$ cat src/rtl/multicycle_ctrl.sv
// Multicycle control FSM for the RV32I-subset core: IF/ID/EX/MEM/WB sequencing
// with combinational (Moore plus Zero/dReady Mealy) datapath and memory strobes.
module multicycle_ctrl (
  input  logic        clk,
  input  logic        rst,
  input  logic [31:0] instr,
  input  logic        Zero,
  input  logic        dReady,
  output logic        PCSrc,
  output logic        ALUSrc,
  output logic        RegWrite,
  output logic        MemToReg,
  output logic [3:0]  ALUCtrl,
  output logic        loadPC,
  output logic        MemRead,
  output logic        MemWrite,
  output logic        illegal,
  output logic [2:0]  state
);

  localparam logic [2:0] S_IF  = 3'd0;
  localparam logic [2:0] S_ID  = 3'd1;
  localparam logic [2:0] S_EX  = 3'd2;
  localparam logic [2:0] S_MEM = 3'd3;
  localparam logic [2:0] S_WB  = 3'd4;

  localparam logic [6:0] OP_R   = 7'b0110011;
  localparam logic [6:0] OP_I   = 7'b0010011;
  localparam logic [6:0] OP_LW  = 7'b0000011;
  localparam logic [6:0] OP_SW  = 7'b0100011;
  localparam logic [6:0] OP_BEQ = 7'b1100011;

  localparam logic [3:0] ALU_AND = 4'b0000;
  localparam logic [3:0] ALU_OR  = 4'b0001;
  localparam logic [3:0] ALU_ADD = 4'b0010;
  localparam logic [3:0] ALU_SLT = 4'b0100;
  localparam logic [3:0] ALU_XOR = 4'b0101;
  localparam logic [3:0] ALU_SUB = 4'b0110;
  localparam logic [3:0] ALU_SRL = 4'b1000;
  localparam logic [3:0] ALU_SLL = 4'b1001;
  localparam logic [3:0] ALU_SRA = 4'b1010;

  logic [2:0] state_q, state_d;
  logic [6:0] op_q;
  logic [2:0] f3_q;
  logic       f7_q;

  // Only the decode-relevant instruction fields are kept in the IR
  logic unused_instr_bits;
  assign unused_instr_bits = ^{instr[31], instr[29:15], instr[11:7]};

  always_ff @(posedge clk) begin
    if (rst) begin
      state_q <= S_IF;
      op_q    <= 7'd0;
      f3_q    <= 3'd0;
      f7_q    <= 1'b0;
    end else begin
      state_q <= state_d;
      if (state_q == S_IF) begin
        op_q <= instr[6:0];
        f3_q <= instr[14:12];
        f7_q <= instr[30];
      end
    end
  end

  logic is_r, is_i, is_lw, is_sw, is_beq, legal;
  logic [3:0] alu_dec;
  logic       src_dec;

  assign is_r   = (op_q == OP_R);
  assign is_i   = (op_q == OP_I);
  assign is_lw  = (op_q == OP_LW)  && (f3_q == 3'b010);
  assign is_sw  = (op_q == OP_SW)  && (f3_q == 3'b010);
  assign is_beq = (op_q == OP_BEQ) && (f3_q == 3'b000);
  // SLTU/SLTIU share funct3 011 and are not supported
  assign legal  = ((is_r || is_i) && (f3_q != 3'b011)) || is_lw || is_sw || is_beq;
  assign src_dec = legal && (is_i || is_lw || is_sw);

  always_comb begin
    alu_dec = ALU_AND;
    if (is_beq) begin
      alu_dec = ALU_SUB;
    end else if (is_lw || is_sw) begin
      alu_dec = ALU_ADD;
    end else if (legal) begin
      case (f3_q)
        3'b000:  alu_dec = (is_r && f7_q) ? ALU_SUB : ALU_ADD;
        3'b001:  alu_dec = ALU_SLL;
        3'b010:  alu_dec = ALU_SLT;
        3'b100:  alu_dec = ALU_XOR;
        3'b101:  alu_dec = f7_q ? ALU_SRA : ALU_SRL;
        3'b110:  alu_dec = ALU_OR;
        3'b111:  alu_dec = ALU_AND;
        default: alu_dec = ALU_AND;
      endcase
    end
  end

  always_comb begin
    state_d  = S_IF;
    PCSrc    = 1'b0;
    RegWrite = 1'b0;
    MemToReg = 1'b0;
    loadPC   = 1'b0;
    MemRead  = 1'b0;
    MemWrite = 1'b0;
    illegal  = 1'b0;
    ALUCtrl  = 4'd0;
    ALUSrc   = 1'b0;
    if (state_q == S_ID || state_q == S_EX || state_q == S_MEM || state_q == S_WB) begin
      ALUCtrl = alu_dec;
      ALUSrc  = src_dec;
    end
    case (state_q)
      S_IF: state_d = S_ID;
      S_ID: begin
        if (legal) begin
          state_d = S_EX;
        end else begin
          illegal = 1'b1;
          loadPC  = 1'b1;
        end
      end
      S_EX: begin
        if (is_beq) begin
          loadPC = 1'b1;
          PCSrc  = Zero;
        end else if (is_lw || is_sw) begin
          state_d = S_MEM;
        end else begin
          state_d = S_WB;
        end
      end
      S_MEM: begin
        MemRead  = is_lw;
        MemWrite = is_sw;
        if (!dReady) begin
          state_d = S_MEM;
        end else if (is_lw) begin
          state_d = S_WB;
        end else begin
          loadPC = 1'b1;
        end
      end
      S_WB: begin
        RegWrite = 1'b1;
        loadPC   = 1'b1;
        MemToReg = is_lw;
      end
      default: state_d = S_IF;
    endcase
  end

  assign state = state_q;

endmodule

$ cat config.mk
export PLATFORM = sky130hd
export DESIGN_NAME = multicycle_ctrl
export DESIGN_NICKNAME = d
export VERILOG_FILES = /design/src/rtl/multicycle_ctrl.sv
export SDC_FILE = /design/constraint.sdc
export NUM_CORES = 1
export LEC_CHECK = 0
export ABC_AREA = 1
export CAP_MARGIN = 15
export CELL_PAD_IN_SITES_DETAIL_PLACEMENT = 1
export CELL_PAD_IN_SITES_GLOBAL_PLACEMENT = 1
export CORE_MARGIN = 4
export CORE_UTILIZATION = 24
export DETAILED_ROUTE_END_ITERATION = 12
export GPL_TIMING_DRIVEN = 0
export PLACE_DENSITY = 0.8
export SETUP_SLACK_MARGIN = 0.4
export SLEW_MARGIN = 30
export SYNTH_ARGS = -nofsm -noshare
export SYNTH_HDL_FRONTEND = slang
export SYNTH_SLANG_ARGS = --single-unit
export TNS_END_PERCENT = 1
$ cat constraint.sdc
create_clock -name clk -period 3.61 [get_ports clk]
set_input_delay 0.722 -clock clk [delete_from_list [all_inputs] [get_ports clk]]
set_output_delay 0.722 -clock clk [all_outputs]
set_load 0.05 [all_outputs]
==> results.ini, run 1 <==
[status]
status=completed

[route]
drt-total-wl_um=2450
vias=920
drt-pass1-iter-count=4
drt_iter0_markers=24
final_antenna_net_count=0
wl_per_cell_um=11.9
routed_via_density=4.47
drcViolationCount=0

[clocking]
htree_num_levels=1
worst_skew_pair.late_latency_ns=0.28
cts.sinks=14
cts_tree=done
cts-root-buf=clkbuf_4
cts_made_buffers=3
clockBufferDepth=2
holdBufCountCts=0
clkSlewWorstSetupHoldPaths_ns=0.09

[setup_path]
r2r_start=op_q[4]$_SDFFE_PP0N_
worstPathArrival_ns=2.32
worstSetupEndpointType=output port
required_ns=2.89
cp-start-kind=flop
timing.reg2reg.setup_slack_ns=2.31
r2r_end=state[0]$_SDFF_PP0_
critical_path.max_fanout=5
cp-startpoint=f3_q[1]$_SDFFE_PP0N_
critical_path_class=flop to output port
r2r_cells=9

[yosys]
synth.avg_cell_area_um2=6.26
synth_cell_type_count=23
yosysTopAreaCellShare=0.347
synth_cells=129
netlist_area_um2=807
synth_top_cell_by_area=dfxtp_1
yosys.area_share.simple=0.366
async_flop_share=0
synth_xor_area_frac=0
synthTopCellsByArea=dfxtp_1 (35%), nor2_1 (15%), o21ai_0 (8.7%)
ys_seq_elements=14
synth_nets=165
synth-seq-area-share=0.347
synth_compound_area_frac=0.188
synthMuxAreaShare=0
synth_fa_ha_area_frac=0
synth_ff_type=dfxtp_1
synth_top_family_by_area=simple AND/OR/NAND/NOR gates
ys_warn_count=0
synth_edf_count=0

[sta]
period_minus_slack_ns=3.04
tightest_slew_ns=0.509
rsz0062_at_grt=true
period_share=0.842
hold_violations=0
setup_viol=0
fmax_mhz=329
relSlewSlack=0.660
fin_setup_tns_ns=0
whs_ns=0.523
drv_slew=0
finalWorstSetupSlack_ns=0.571
fin_skew_ns=0.00389

[min_path]
hold_class=flop to flop
min-delay-start=op_q[1]$_SDFFE_PP0N_
holdPathEnd=op_q[1]$_SDFFE_PP0N_
whs_path_depth=2

[place]
portBuffers=29
place_area_um2=1160
gp_congestion=0.804
pre_cts_slack_ns=0.685
place_hpwl_um=2040

[layout]
syn_to_final_growth_pct=48.2
final_common_cell=nor2_1
nets=199
layout_common_cells=nor2_1 (33), clkdlybuf4s50_1 (28), nand2_1 (14), o21ai_0 (14), dfxtp_1 (14)
fill_cells=412
drive_gt1_frac=0.130
diodes=0
design_area_um2=1200

[power]
leakage_nw=0.490
power_density_nw_per_um2=307
irDropWorstVdd_mv=0.121

[global_routing]
grt_max_degree=11
overflow=0
grt_usage=0.121
grt_pass1_vias=962
grt_pass1_wl_um=4240
antenna_found_initial=0

[floorplanning]
core_area_um2=3130
io_pins=51
dieArea_um2=4350
initial_core_util=0.258
std_cell_rows=20
dieWidth_um=66.0
die_height_um=66.0

[flow_run]
maxCapViolations=0

-- area by class of cell --
| cell class | instances | area [µm²] | area share |
|---|---|---|---|
| Multi-Input combinational cell | 94 | 452 | 0.378 |
| Timing Repair Buffer | 29 | 293 | 0.245 |
| Sequential cell | 14 | 280 | 0.234 |
| Inverter | 19 | 71.3 | 0.0596 |
| Tap cell | 44 | 55.1 | 0.0460 |
| Clock buffer | 4 | 36.3 | 0.0303 |
| Buffer | 2 | 8.76 | 0.00732 |
-- critical path: stages (launching register included) --
cell,delay [ns]
dfxtp_1,0.37
inv_2,0.09
nand2_1,0.07
nor2_1,0.14
nand3_1,0.20
nand3_1,0.17
nand2_1,0.09
nor2_1,0.10
clkdlybuf4s50_1,0.80
-- stage by stage --
step | std cells | utilization | total power (W)
2_1_floorplan | 129 | - | 0.000224
3_3_place_gp | 202 | 0.370 | 0.000255
3_5_place_dp | 202 | 0.370 | 0.000259
4_1_cts | 206 | 0.382 | 0.000374
5_1_grt | 206 | 0.382 | 0.000391
6_report | 206 | 0.382 | 0.000368
-- kinds of logic after synthesis --
kind of cell           Yosys count
AOI/OAI and AO/OA               27
DFF                             14
and+or+nand+nor                 67
buffers and inverters           21
-- power by group --
| group | total [W] | switching [W] | internal, W |
|---|---|---|---|
| logic | 0.0000775 | 0.0000449 | 0.0000326 |
| registers | 0.000177 | 0.0000114 | 0.000166 |
| clock network | 0.000113 | 0.0000518 | 0.0000614 |
| total | 0.000368 | 0.000108 | 0.000260 |
-- Yosys cell counts (2+ instances only) --
cell type / instances
dfxtp_1: 14
nand3_1: 9
o21ai_0: 14
inv_1: 12
inv_2: 7
nor3_1: 2
nor2_2: 3
nand2_1: 14
nor2_1: 33
a21oi_1: 8
-- sequential cells by signal, summed over array words and instances, names as in the netlist --
register / flops
f3_q: 3
f7_q: 1
op_q: 7
state: 3
-- repair_timing --
item / CTS / global route
endpoints found under the hold margin: 0 / 0
gates resized for setup: 0 / 1
buffers inserted: 0 / 0
setup endpoints to repair: 0 / 2
-- routing by layer --
metal | vias to the layer above | part of all wire | track usage
met3 | 0 | 0.055 | 0.0136
li1 | 481 | - | -
met4 | 0 | 0 | 0.0533
met2 | 22 | 0.50 | 0.205
met5 | - | 0 | 0
met1 | 417 | 0.45 | 0.153
-- worst max path at each step --
stage                      end  cells past startpoint
detailed placement      loadPC                      4
floorplan           ALUCtrl[1]                      6
global placement        loadPC                      4
global route            ALUSrc                      8
CTS                 ALUCtrl[1]                      8
finish                  ALUSrc                      8
Power figures use the tool's default switching activity.
==> run 2: changes to the inputs <==
--- a/config.mk
+++ b/config.mk
@@ -10,10 +10,10 @@
 export CELL_PAD_IN_SITES_DETAIL_PLACEMENT = 1
 export CELL_PAD_IN_SITES_GLOBAL_PLACEMENT = 1
 export CORE_MARGIN = 4
-export CORE_UTILIZATION = 24
+export CORE_UTILIZATION = 23
 export DETAILED_ROUTE_END_ITERATION = 12
 export GPL_TIMING_DRIVEN = 0
-export PLACE_DENSITY = 0.8
+export PLACE_DENSITY = 0.77
 export SETUP_SLACK_MARGIN = 0.4
 export SLEW_MARGIN = 30
 export SYNTH_ARGS = -nofsm -noshare
==> constraint.sdc (replaced) <==
create_clock -name clk -period 3.1 [get_ports clk]
set_input_delay 0.62 -clock clk [delete_from_list [all_inputs] [get_ports clk]]
set_output_delay 0.62 -clock clk [all_outputs]
set_load 0.05 [all_outputs]
==> run 2 against run 1 <==
  * Clock-buffer cell count shrank 1
  * Clock power down 14%
  * Die area is 3.8% higher
  * Worst setup slack got worse by 0.30 ns
  * Critical path type unchanged
==> results.ini, run 2 (synthesis gave the netlist of run 1 again) <==
[sta]
finalWorstSetupSlack_ns=0.272  ; -0.300 ns
period_share=0.912
setup_viol=0  ; unchanged
hold_violations=0  ; unchanged
drv_slew=0  ; unchanged
tightest_slew_ns=0.511  ; +0.00209 ns
period_minus_slack_ns=2.83
relSlewSlack=0.659  ; -0.00191
rsz0062_at_grt=true
fin_setup_tns_ns=0  ; unchanged
fmax_mhz=354
fin_skew_ns=0.00106  ; -0.00284 ns

[min_path]
whs_path_depth=2  ; unchanged
holdPathEnd=op_q[0]$_SDFFE_PP0N_
hold_class=flop to flop
min-delay-start=op_q[0]$_SDFFE_PP0N_

[global_routing]
grt_pass1_wl_um=3810  ; -10%
grt_pass1_vias=922  ; -4.2%
grt_busiest_layer=met2
met3_usage=0.0183  ; +0.00470
overflow=0  ; unchanged
grt_usage=0.108  ; -0.0132
use_met1=0.119  ; -0.0341
antenna_found_initial=0  ; unchanged
grt_use_met2=0.201  ; -0.00403
grt_max_degree=11  ; unchanged

[setup_path]
critPathMaxStageDelay_ns=0.81  ; about the same
worstSetupEndpointType=output port
cpMaxStageDelayCell=clkdlybuf4s50_1
critical_path_class=flop to output port
critical_path.max_fanout=4  ; -1
cp_cell_sequence=nor2_1, inv_2, nor2_2, inv_1, nand3_1, nand4_1, nor3_2, clkdlybuf4s50_1
timing.reg2reg.setup_slack_ns=1.81  ; -0.50 ns
r2r_cells=7  ; -2
cp-start-kind=flop
required_ns=2.48  ; -0.41 ns
r2r_end=state[1]$_SDFF_PP0_
worstPathArrival_ns=2.21  ; -0.11 ns
r2r_start=f3_q[2]$_SDFFE_PP0N_

[route]
drt-total-wl_um=2280  ; -6.7%
routed_via_density=4.39  ; -1.7%
vias=909  ; -1.2%
wl_per_cell_um=11.0  ; -7.2%
drt-pass1-iter-count=4  ; unchanged
drt_iter0_markers=11  ; -54%
drcViolationCount=0  ; unchanged
final_antenna_net_count=0  ; unchanged

[layout]
largest_register_ffs=7  ; unchanged
fill_cells=457  ; +11%
multi_input_area_um2=459  ; +1.7%
final_common_cell=nor2_1
diodes=0  ; unchanged
nets=199  ; unchanged
layout_common_cells=nor2_1 (33), clkdlybuf4s50_1 (25), nand2_1 (14), o21ai_0 (14), dfxtp_1 (14)
syn_to_final_growth_pct=47.3
regMostFlops=op_q
drive_gt1_frac=0.137  ; +0.00702
regArea_um2=280  ; unchanged

[clocking]
cts.sinks=14  ; unchanged
htree_num_levels=1  ; unchanged
clkSlewWorstSetupHoldPaths_ns=0.08  ; about the same
clockBufferDepth=2  ; unchanged
cts_tree=done
cts-root-buf=clkbuf_4
worst_skew_pair.late_latency_ns=0.27  ; about the same
cts_made_buffers=3  ; unchanged
holdBufCountCts=0  ; unchanged
cts_setup_buffers=0  ; unchanged

[floorplanning]
std_cell_rows=21  ; +5.0%
die_height_um=67.2  ; +1.9%
dieArea_um2=4520  ; +3.8%
dieWidth_um=67.2  ; +1.9%
initial_core_util=0.240  ; -0.0180
io_pins=51  ; unchanged
core_area_um2=3360  ; +7.5%

[power]
power_density_nw_per_um2=330  ; +7.2%
irDropWorstVdd_mv=0.269  ; +120%
comb_power_share=0.227  ; +0.016
power_frac_seq=0.525  ; +0.044
p_sw_frac=0.298  ; +0.00379
p_sw_w=0.000117  ; +7.9%
p_clk_frac=0.249  ; -0.059
leakage_nw=0.495  ; +1.0%
p_int_w=0.000275  ; +6.0%

[place]
pre_cts_slack_ns=0.364  ; -0.321 ns
gp_congestion=0.762  ; -5.3%
place_hpwl_um=2010  ; -1.7%
portBuffers=29  ; unchanged

[flow_run]
maxCapViolations=0  ; unchanged

[status]
status=completed

## run 2: cell count changes in the layout (fill, tap and decap cells not counted), sizes merged
cell,previous run,this run
clkdlybuf4s50,28,25
dlygate4sd2,0,3
clkbuf,4,3
## run 2: worst max-delay path by stage
stage	from	endpoint	slack, ns	cells past startpoint
after floorplan	state[2]$_SDFF_PP0_	ALUCtrl[0]	0.13	6
after global placement	dReady	loadPC	0.37	4
after detailed placement	dReady	loadPC	0.36	4
after CTS	state[1]$_SDFF_PP0_	ALUCtrl[3]	0.23	8
after global routing	f3_q[1]$_SDFFE_PP0N_	illegal	0.07	9
final	state[1]$_SDFF_PP0_	ALUCtrl[3]	0.27	8
## run 2: what timing repair did
item,4_1_cts,5_1_grt
setup endpoints to repair,10,11
gates cloned,0,0
gates resized for setup,3,1
endpoints found under the hold margin,0,0
## run 2: layer usage
| metal | share of wire | up-vias |
|---|---|---|
| met3 | 0.058 | 4 |
| met4 | 0.016 | 0 |
| met1 | 0.43 | 405 |
| li1 | - | 479 |
| met5 | 0 | - |
| met2 | 0.50 | 21 |
## run 2: stage by stage
stage          power, W  cells  hold WS (ns)   util  area [µm²]
3_3_place_gp   0.000298    204         0.497  0.347        1170
3_5_place_dp   0.000301    204         0.508  0.347        1170
6_report       0.000392    207         0.517  0.353        1190
2_1_floorplan  0.000262    129         0.476      -         820
5_1_grt        0.000417    207         0.568  0.353        1190
4_1_cts        0.000397    207         0.525  0.353        1190
## run 2: area by class of cell
cell class,instances,area share
Tap cell,46,0.0484
Timing Repair Buffer,29,0.243
Clock buffer,3,0.0189
Multi-Input combinational cell,94,0.386
Inverter,19,0.0600
Sequential cell,14,0.236
Buffer,2,0.00737
## run 2: critical path, delay by kind of cell (launching register included)
kind,cells,cell delay [ns]
buffers and inverters,3,0.95
flip-flops,1,0.34
AND/OR/NAND/NOR,5,0.64
## run 2: power groups by stage
stage / clock network [W] / registers (W) / logic, W
floorplan: 0 / 0.000210 / 0.0000518
global placement: 0 / 0.000209 / 0.0000887
detailed placement: 0 / 0.000210 / 0.0000913
CTS: 0.000100 / 0.000206 / 0.0000909
global route: 0.000109 / 0.000208 / 0.0000993
finish: 0.0000974 / 0.000206 / 0.0000888
